File: src/rtl/bram_frame_writer.sv
// Raster pixel stream to BRAM port-A write strobes, row-major, with frame/error status.
// Optional ping-pong bank select enabled by defining BRAM_FRAME_WRITER_PINGPONG_EN.
module bram_frame_writer #(
    parameter int IM_WIDTH   = 320,
    parameter int IM_HEIGHT  = 240,
    parameter int DATA_WIDTH = 8,
    parameter int ADDR_WIDTH = 17
) (
    input  logic                  clk,
    input  logic                  rst_n,
    input  logic                  in_enable,
    input  logic                  in_sof,
    input  logic [DATA_WIDTH-1:0] in_data,
    output logic                  wr_en,
    output logic [ADDR_WIDTH-1:0] wr_addr,
    output logic [DATA_WIDTH-1:0] wr_data,
    output logic                  wr_bank,
    output logic                  busy,
    output logic                  frame_done,
    output logic                  sof_err
);

    localparam int XW = $clog2(IM_WIDTH);
    localparam int YW = $clog2(IM_HEIGHT);
    localparam logic [XW-1:0] X_LAST = XW'(IM_WIDTH - 1);
    localparam logic [YW-1:0] Y_LAST = YW'(IM_HEIGHT - 1);

    typedef enum logic [0:0] {
        ST_IDLE  = 1'b0,
        ST_WRITE = 1'b1
    } state_t;

    state_t                  r_state;
    state_t                  w_state_nxt;
    logic [XW-1:0]           r_x;
    logic [XW-1:0]           w_x_nxt;
    logic [YW-1:0]           r_y;
    logic [YW-1:0]           w_y_nxt;
    logic [ADDR_WIDTH-1:0]   r_addr;
    logic [ADDR_WIDTH-1:0]   w_addr_nxt;
    logic                    w_wr;
    logic [ADDR_WIDTH-1:0]   w_wr_addr;
    logic                    w_done;
    logic                    w_err_set;

    logic                    r_wr_en;
    logic [ADDR_WIDTH-1:0]   r_wr_addr;
    logic [DATA_WIDTH-1:0]   r_wr_data;
    logic                    r_busy;
    logic                    r_frame_done;
    logic                    r_sof_err;

    // Next-state, position counters and write strobe decode
    always_comb begin
        w_state_nxt = r_state;
        w_x_nxt     = r_x;
        w_y_nxt     = r_y;
        w_addr_nxt  = r_addr;
        w_wr        = 1'b0;
        w_wr_addr   = r_addr;
        w_done      = 1'b0;
        w_err_set   = 1'b0;
        case (r_state)
            ST_IDLE: begin
                if (in_enable && in_sof) begin
                    w_wr        = 1'b1;
                    w_wr_addr   = '0;
                    w_x_nxt     = XW'(1);
                    w_y_nxt     = '0;
                    w_addr_nxt  = ADDR_WIDTH'(1);
                    w_state_nxt = ST_WRITE;
                end else begin
                    w_state_nxt = ST_IDLE;
                end
            end
            ST_WRITE: begin
                // A mid-frame sof restarts the frame from this very pixel
                if (in_enable && in_sof) begin
                    w_err_set   = 1'b1;
                    w_wr        = 1'b1;
                    w_wr_addr   = '0;
                    w_x_nxt     = XW'(1);
                    w_y_nxt     = '0;
                    w_addr_nxt  = ADDR_WIDTH'(1);
                    w_state_nxt = ST_WRITE;
                end else if (in_enable) begin
                    w_wr      = 1'b1;
                    w_wr_addr = r_addr;
                    if ((r_x == X_LAST) && (r_y == Y_LAST)) begin
                        w_done      = 1'b1;
                        w_x_nxt     = '0;
                        w_y_nxt     = '0;
                        w_addr_nxt  = '0;
                        w_state_nxt = ST_IDLE;
                    end else if (r_x == X_LAST) begin
                        w_x_nxt    = '0;
                        w_y_nxt    = r_y + YW'(1);
                        w_addr_nxt = r_addr + ADDR_WIDTH'(1);
                    end else begin
                        w_x_nxt    = r_x + XW'(1);
                        w_addr_nxt = r_addr + ADDR_WIDTH'(1);
                    end
                end else begin
                    w_state_nxt = ST_WRITE;
                end
            end
            default: begin
                w_state_nxt = ST_IDLE;
                w_x_nxt     = '0;
                w_y_nxt     = '0;
                w_addr_nxt  = '0;
            end
        endcase
    end

    // State, counters and registered port-A outputs
    always_ff @(posedge clk or negedge rst_n) begin
        if (!rst_n) begin
            r_state      <= ST_IDLE;
            r_x          <= '0;
            r_y          <= '0;
            r_addr       <= '0;
            r_wr_en      <= 1'b0;
            r_wr_addr    <= '0;
            r_wr_data    <= '0;
            r_busy       <= 1'b0;
            r_frame_done <= 1'b0;
            r_sof_err    <= 1'b0;
        end else begin
            r_state      <= w_state_nxt;
            r_x          <= w_x_nxt;
            r_y          <= w_y_nxt;
            r_addr       <= w_addr_nxt;
            r_wr_en      <= w_wr;
            r_busy       <= (w_state_nxt == ST_WRITE);
            r_frame_done <= w_done;
            r_sof_err    <= r_sof_err | w_err_set;
            if (w_wr) begin
                r_wr_addr <= w_wr_addr;
                r_wr_data <= in_data;
            end
        end
    end

`ifdef BRAM_FRAME_WRITER_PINGPONG_EN
    logic r_bank;

    // Flip to the other bank once a complete frame has been written
    always_ff @(posedge clk or negedge rst_n) begin
        if (!rst_n) begin
            r_bank <= 1'b0;
        end else if (r_frame_done) begin
            r_bank <= ~r_bank;
        end else begin
            r_bank <= r_bank;
        end
    end

    assign wr_bank = r_bank;
`else
    assign wr_bank = 1'b0;
`endif

    assign wr_en      = r_wr_en;
    assign wr_addr    = r_wr_addr;
    assign wr_data    = r_wr_data;
    assign busy       = r_busy;
    assign frame_done = r_frame_done;
    assign sof_err    = r_sof_err;

endmodule

File: config.mk
export PLATFORM = sky130hd
export DESIGN_NAME = bram_frame_writer
export DESIGN_NICKNAME = d
export VERILOG_FILES = /design/src/rtl/bram_frame_writer.sv
export SDC_FILE = /design/constraint.sdc
export NUM_CORES = 1
export LEC_CHECK = 0
export ABC_AREA = 1
export BUFFER_PORTS_ARGS = -buffer_cell sky130_fd_sc_hd__buf_2
export CAP_MARGIN = 15
export CORE_AREA = 4 4 81 83
export CTS_CLUSTER_DIAMETER = 200
export DETAILED_ROUTE_END_ITERATION = 10
export DIE_AREA = 0 0 85 87
export PLACE_DENSITY = 0.77
export SLEW_MARGIN = 30
export SYNTH_ARGS = -nofsm -noshare
export SYNTH_HDL_FRONTEND = slang
export SYNTH_SLANG_ARGS = --single-unit
File: constraint.sdc
create_clock -name clk -period 2.4 [get_ports clk]
set_input_delay 0.48 -clock clk [delete_from_list [all_inputs] [get_ports clk]]
set_output_delay 0.48 -clock clk [all_outputs]
set_load 0.005 [all_outputs]
==> run_results.csv, run 1 <==
group,metric,value,unit
clock_tree,post_cts_buffers,0,
global_routing,track_usage,19.7,%
setup_path,path_cells,"ha_1 -> nand2_1 -> nor2_1 -> nand2_1 -> nor2_2 -> nand2_2 -> nand2_1 -> nand3_1 -> nand2_1 -> inv_1",
route,routedWlPerCell,12.9,um
synth,yosysUniqueCellTypes,30,
route,via_count,2549,
clock_tree,path_clk_slew,0.07,ns
power,power,2420,uW
global_routing,grt_max_degree,32,
synth,syn_nets,392,
power,pwr-share-seq,51.0,%
setup_path,cp-end-kind,"flop",
sta,max-slew-margin-rel,59.4,%
route,drc_errors,0,
power,pwr-share-clk,36.6,%
layout,diodes,0,
die,io_pins,42,
clock_tree,clock-sinks,63,
layout,drive_above_1_share,21.3,%
die,initial_utilization,53.3,%
clock_tree,cts_resized,0,
synth,yosys_register_bits,63,
global_routing,grt_pass1_wl,11600,um
synth,postSynthAreaPerCell,8.27,um^2
clock_tree,clkLatencyLatePin,0.34,ns
setup_path,worstPathRequired,2.64,ns
die,die_h,87,um
synth,postSynthCellCount,377,
worst_hold_path,hp-class,"in -> async",
power,max-vdd-ir-drop,0.376,mV
route,drt-initial-drc-count,202,
power,combPwrFrac,12.4,%
sta,finalHoldViolCount,0,
global_routing,grt_overflow_total,0,
synth,yosysWarnings,0,
power,power.switching,667,uW
die,die_w,85,um
setup_path,crit_slowest_cell,"dfrtp_1",
setup_path,path_depth,10,
layout,design_area,3600,um^2
job,maxCapViolations,0,
setup_path,reg2regPathDepth,10,
layout,final_nets,438,
setup_path,crit_family,"simple AND/OR/NAND/NOR gates",
setup_path,cpMostUsedCell,"nand2_1",
setup_path,crit_type,"reg -> reg",
synth,synth_seq_area_share,50.5,%
placed_design,portBuffers,40,
layout,multiInputGateArea,1320,um^2
route,drtPass1Iterations,4,
die,core-area,5850,um^2
route,antenna_left,0,
setup_path,worstPathArrival,1.86,ns
power,leakage,0.00192,uW
clock_tree,numCtsBuffers,9,
clock_tree,htree_num_levels,3,
sta,fin_crit,1.62,ns
clock_tree,cts_tree,"built",
sta,slew_viol_final,0,
sta,fmax,617,MHz
sta,setup_slack,0.780,ns
clock_tree,cts_hold_buf,0,
die,design.die.area,7400,um^2
global_routing,antenna_found_initial,0,
layout,regArea,1580,um^2
setup_path,cpPeakStageDelay,0.39,ns
setup_path,path_buf_inv,1,
power,netSwitchingFraction,27.6,%
sta,fin_crit_sh,67.5,%
sta,rsz0062_at_grt,"false",
placed_design,routabilityCongestion,0.836,
route,via_per_inst,5.07,
clock_tree,cts_buffer_depth,2,
sta,finClkSkew,0.00709,ns
placed_design,dp.cells,487,
route,wl,6490,um
placed_design,dp_hpwl,4550,um
layout,finalNonFillerCells,503,
sta,tightest_slew,0.609,ns
status,status,"finished, final reports clean",
power,p_int,1750,uW
clock_tree,cts_root_buf,"clkbuf_8",
placed_design,placed_area,3410,um^2
setup_path,crit_fanout,7,
layout,final_cell_mix,"nand2_1, dfrtp_1, buf_2, inv_1, nand3_1",
sta,tns,0,ns
synth,synth_area,3120,um^2
layout,final_common_cell,"nand2_1",
die,fp-row-count,28,
power,p_per_area,672,nW/um^2
layout,fillers,520,
placed_design,place_ws,0.636,ns
global_routing,grt_pass1_vias,2500,
setup_path,start_kind,"flop",
layout,syn_to_final_growth,15.3,%
sta,setup_viol,0,
-- synthesized netlist by cell type (all sizes together) --
library cell  count  area share (%)
a21oi             8             1.4
clkbuf            1            0.12
nand2           132              17
conb              1            0.12
nor3b             1            0.40
dfrtp            63              51
o21ai            24             3.9
xor2             12             3.4
ha                3             1.2
a21boi            1            0.24
inv              43             5.3
nand4             3            0.60
nor2             31             5.4
a22o              6             1.7
buf               9             1.7
o21a              1            0.24
o21bai            3            0.72
nor3              7             1.4
o22ai             1            0.20
nand3            27             4.3
-- worst paths after layout --
kind	slack, ns	start	endpoint
max in group asynchronous	1.63	rst_n	wr_addr[7]
setup / recovery	0.78	r_x[0]	r_addr[8]
setup reg to reg	0.78	r_x[0]	r_addr[8]
hold reg to reg	0.47	wr_data[6]	wr_data[6]
hold / removal	0.15	rst_n	r_addr[4]
min in group clk	0.34	in_data[6]	wr_data[6]
-- cell type report --
cell class | instances | area share [%]
clock inverters | 6 | 1.70
multi-input cells | 261 | 36.8
repair buffers | 45 | 6.96
inverters | 43 | 4.56
well taps | 75 | 2.61
flip-flops and latches | 63 | 43.8
clock buffers | 10 | 3.55
-- worst reg2reg max path, cell delays in order (launching register included) --
cell and delay, ns:
dfrtp_1 0.39, ha_1 0.20, nand2_1 0.08, nor2_1 0.14
nand2_1 0.08, nor2_2 0.16, nand2_2 0.14, nand2_1 0.13
nand3_1 0.09, nand2_1 0.08, inv_1 0.03
-- logic make-up after synthesis --
group	count (synthesis)	share of synthesized area, %
AND/OR/NAND/NOR	201	29.4
XOR/XNOR	12	3.37
buffers and inverters	53	7.06
flip-flops	63	50.5
adder cells (fa/ha/maj)	3	1.20
AO/OA/AOI/OAI	44	8.34
other	1	0.120
-- routing by layer --
metal / global-route usage (%) / routed length [um] / vias up
li1: - / - / 1284
met1: 25.6 / 2980 / 1177
met2: 31.0 / 2990 / 75
met3: 4.54 / 366 / 13
met4: 10.1 / 147 / 0
met5: 0 / 0 / -
-- stage by stage --
| step | utilization, % | hold WS (ns) |
|---|---|---|
| finish | 61.5 | 0.154 |
| global placement | 58.2 | 0.456 |
| global route | 61.5 | 0.177 |
| floorplan | - | 0.184 |
| detailed placement | 58.2 | 0.460 |
| CTS | 61.5 | 0.160 |
-- registers in the layout (all words and copies together) (netlist names) --
signal      flops
r_addr         17
wr_addr        17
r_x             9
r_y             8
wr_data         8
busy            1
frame_done      1
sof_err         1
wr_en           1
-- power groups by stage --
stage / clock network [uW] / registers (uW) / logic, uW
after floorplan: 0 / 1240 / 200
after global placement: 0 / 1250 / 297
after detailed placement: 0 / 1250 / 304
after CTS: 904 / 1230 / 304
after global routing: 955 / 1250 / 346
final: 884 / 1230 / 299
Power figures use the tool's default switching activity.
==> inputs of run 2 (changes only) <==
--- a/config.mk
+++ b/config.mk
@@ -5,14 +5,14 @@
 export SDC_FILE = /design/constraint.sdc
 export NUM_CORES = 1
 export LEC_CHECK = 0
-export ABC_AREA = 1
+export ABC_AREA = 0
 export BUFFER_PORTS_ARGS = -buffer_cell sky130_fd_sc_hd__buf_2
 export CAP_MARGIN = 15
-export CORE_AREA = 4 4 81 83
+export CORE_AREA = 4 4 78 80
 export CTS_CLUSTER_DIAMETER = 200
 export DETAILED_ROUTE_END_ITERATION = 10
-export DIE_AREA = 0 0 85 87
-export PLACE_DENSITY = 0.77
+export DIE_AREA = 0 0 82 84
+export PLACE_DENSITY = 0.78
 export SLEW_MARGIN = 30
 export SYNTH_ARGS = -nofsm -noshare
 export SYNTH_HDL_FRONTEND = slang
==> constraint.sdc (replaced) <==
create_clock -name clk -period 1.6 [get_ports clk]
set_input_delay 0.32 -clock clk [delete_from_list [all_inputs] [get_ports clk]]
set_output_delay 0.32 -clock clk [all_outputs]
set_load 0.005 [all_outputs]
==> run_results.csv, run 2 <==
group,metric,value,unit
layout,finalNonFillerCells,482,
die,die_w,82,um
synth,ys_async_sr_fraction,100,%
synth,synth_fa_ha_area_share,1.29,%
clock_tree,cts_root_buf,"clkbuf_8",
clock_tree,clkLatencyLatePin,0.36,ns
synth,postSynthCellCount,295,
synth,synth_area,2910,um^2
sta,setup_slack,-0.254,ns
global_routing,antenna_found_initial,0,
synth,synthXorXnorAreaFrac,1.21,%
placed_design,dp_hpwl,4810,um
sta,setup_viol,32,
job,maxCapViolations,0,
layout,syn_to_final_growth,46.0,%
synth,synth_seq_area_share,54.3,%
clock_tree,clock-sinks,63,
sta,fmax,539,MHz
setup_path,reg2reg_to,"r_y[3]",
synth,synth_compound_area_share,18.3,%
global_routing,grt_max_degree,64,
synth,yosysWarnings,0,
power,leakage,0.00200,uW
synth,synth-simple-area-share,20.7,%
global_routing,track_usage,24.3,%
placed_design,portBuffers,40,
route,via_per_inst,5.97,
synth,postSynthAreaPerCell,9.85,um^2
sta,fin_crit,1.85,ns
synth,syn_nets,310,
setup_path,crit_fanout,8,
setup_path,worstPathRequired,1.82,ns
power,max-vdd-ir-drop,1.23,mV
sta,finClkSkew,0.0127,ns
die,initial_utilization,53.7,%
global_routing,grt_overflow_total,0,
layout,final_cell_mix,"dfrtp_1, buf_4, nand2_1, buf_2, a22o_1",
layout,drive_above_1_share,43.2,%
synth,ys_top_cells_by_area,"dfrtp_1, nand2_1, a22o_1, o21ai_0, nand3_1",
layout,final_nets,420,
synth,yosysUniqueCellTypes,48,
synth,synth_top_family_by_area,"simple AND/OR/NAND/NOR gates",
sta,fin_crit_sh,116,%
global_routing,grt_pass1_vias,2775,
sta,holdWs,0.145,ns
route,drtPass1Iterations,5,
clock_tree,htree_num_levels,3,
setup_path,crit_type,"reg -> reg",
worst_hold_path,hp-class,"in -> reg",
placed_design,routabilityCongestion,0.892,
sta,tns,-3.80,ns
setup_path,reg2reg_slack,-0.25,ns
setup_path,rr_startpoint,"r_x[1]",
die,core-area,5410,um^2
worst_hold_path,holdPathEnd,"wr_data[0]",
synth,synth-edff-count,0,
sta,finalHoldViolCount,0,
clock_tree,cts_buffer_depth,2,
synth,yosys.area.top_type,"dfrtp_1",
setup_path,path_buf_inv,3,
setup_path,path_cells,"ha_4 -> nand3_4 -> nor4_4 -> buf_4 -> buf_8 -> nor2_2 -> nor2_1 -> buf_4 -> a31oi_1",
setup_path,cpMostUsedCell,"buf_4",
route,via_count,2876,
synth,yosys_register_bits,63,
setup_path,crit_family,"buffers and inverters",
route,routedWlPerCell,17.8,um
route,drt-initial-drc-count,343,
sta,rsz0062_at_grt,"true",
layout,design_area,4240,um^2
layout,final_common_cell,"dfrtp_1",
layout,diodes,0,
die,design.die.area,6890,um^2
synth,synth_top_area_share,54.3,%
route,antenna_left,0,
layout,fin_util,78.4,%
setup_path,worstPathArrival,2.07,ns
die,io_pins,42,
die,fp-row-count,27,
setup_path,cp-end-kind,"flop",
clock_tree,cts_tree,"built",
layout,fillers,325,
sta,slew_viol_final,0,
synth,synth_common_cells,"dfrtp_1, nand2_1, o21ai_0",
global_routing,grt_pass1_wl,12800,um
route,wl,8570,um
worst_hold_path,hold_depth,3,
die,die_h,84,um
synth,muxShareOfSynthArea,0.689,%
synth,synth_flop_cell,"dfrtp_1",
status,violations,"setup timing",
status,status,"finished with violations",
placed_design,dp.cells,452,
route,drc_errors,0,
setup_path,crit_slowest_cell,"dfrtp_1",
clock_tree,numCtsBuffers,9,
setup_path,start_kind,"flop",
placed_design,placed_area,3610,um^2
synth,synth_most_common_cell,"dfrtp_1",
setup_path,reg2regPathDepth,9,
setup_path,cpPeakStageDelay,0.40,ns
clock_tree,path_clk_slew,0.08,ns
worst_hold_path,min-delay-start,"in_data[0]",
power,p_per_area,939,nW/um^2
[run 2: cell count changes in the layout (fill, tap and decap cells not counted), sizes merged, moves of 5 or more]
cell | previous run | this run
buf | 45 | 111
nor2 | 31 | 17
nand2 | 132 | 54
and3 | 0 | 5
a21oi | 8 | 14
a22o | 6 | 15
xor2 | 12 | 2
a31oi | 0 | 11
nand3 | 27 | 15
nor3 | 7 | 2
nand4 | 3 | 8
inv | 43 | 5
[run 2: area by class of cell]
type	count	area [um^2]	share of cell area [%]
Tap cell	72	90.1	2.12
Clock buffer	11	141	3.33
Timing Repair Buffer	113	840	19.8
Sequential cell	63	1580	37.2
Clock inverter	5	81.3	1.92
Multi-Input combinational cell	213	1490	35.2
Inverter	5	18.8	0.443
[run 2: worst register-to-register path: stages, from the launching register on]
cell and delay, ns:
dfrtp_1 0.40, ha_4 0.18, nand3_4 0.09, nor4_4 0.21, buf_4 0.20, buf_8 0.14, nor2_2 0.04, nor2_1 0.13
buf_4 0.19, a31oi_1 0.14
[run 2: kinds of logic after synthesis]
| logic type | after synthesis |
|---|---|
| DFF | 63 |
| xor gates and xnor gates | 4 |
| other | 1 |
| buffers and inverters | 20 |
| and+or+nand+nor | 121 |
| AOI/OAI and AO/OA | 81 |
| muxes | 2 |
| adders and majority gates | 3 |
[run 2: how the worst max path moves through the flow]
stage,start,to,slack (ns),cells after the start
6_report,r_x[1],r_y[3],-0.25,9
5_1_grt,r_x[1],r_y[3],-0.33,9
4_1_cts,r_x[1],r_y[5],-0.17,7
3_5_place_dp,r_y[0],r_addr[6],-0.19,8
3_3_place_gp,r_y[0],r_addr[8],-0.10,8
2_1_floorplan,r_x[0],r_addr[4],-0.11,8
[run 2: routing by layer]
layer	wire length, um	up-vias	global-route usage (%)
met4	265	0	12.7
met3	532	33	6.26
met1	3380	1410	29.9
li1	-	1295	-
met5	0	-	0
met2	4390	138	38.6
[run 2: what timing repair did]
item,CTS,global route
pin swaps,24,19
gates resized for setup,40,32
setup buffers,7,7
setup endpoints to repair,29,34
hold buffers,1,0
endpoints found under the hold margin,63,0
cloned,1,1
[run 2: stage by stage]
step | setup WS, ns | power (uW)
2_1_floorplan | -0.106 | 2050
3_3_place_gp | -0.101 | 2330
3_5_place_dp | -0.186 | 2350
4_1_cts | -0.171 | 3950
5_1_grt | -0.333 | 4160
6_report | -0.254 | 3980
[run 2: power by group]
| part | internal [uW] | switching (uW) | total (uW) |
|---|---|---|---|
| Clock | 919 | 633 | 1550 |
| Combinational | 313 | 332 | 645 |
| Sequential | 1700 | 83.6 | 1790 |
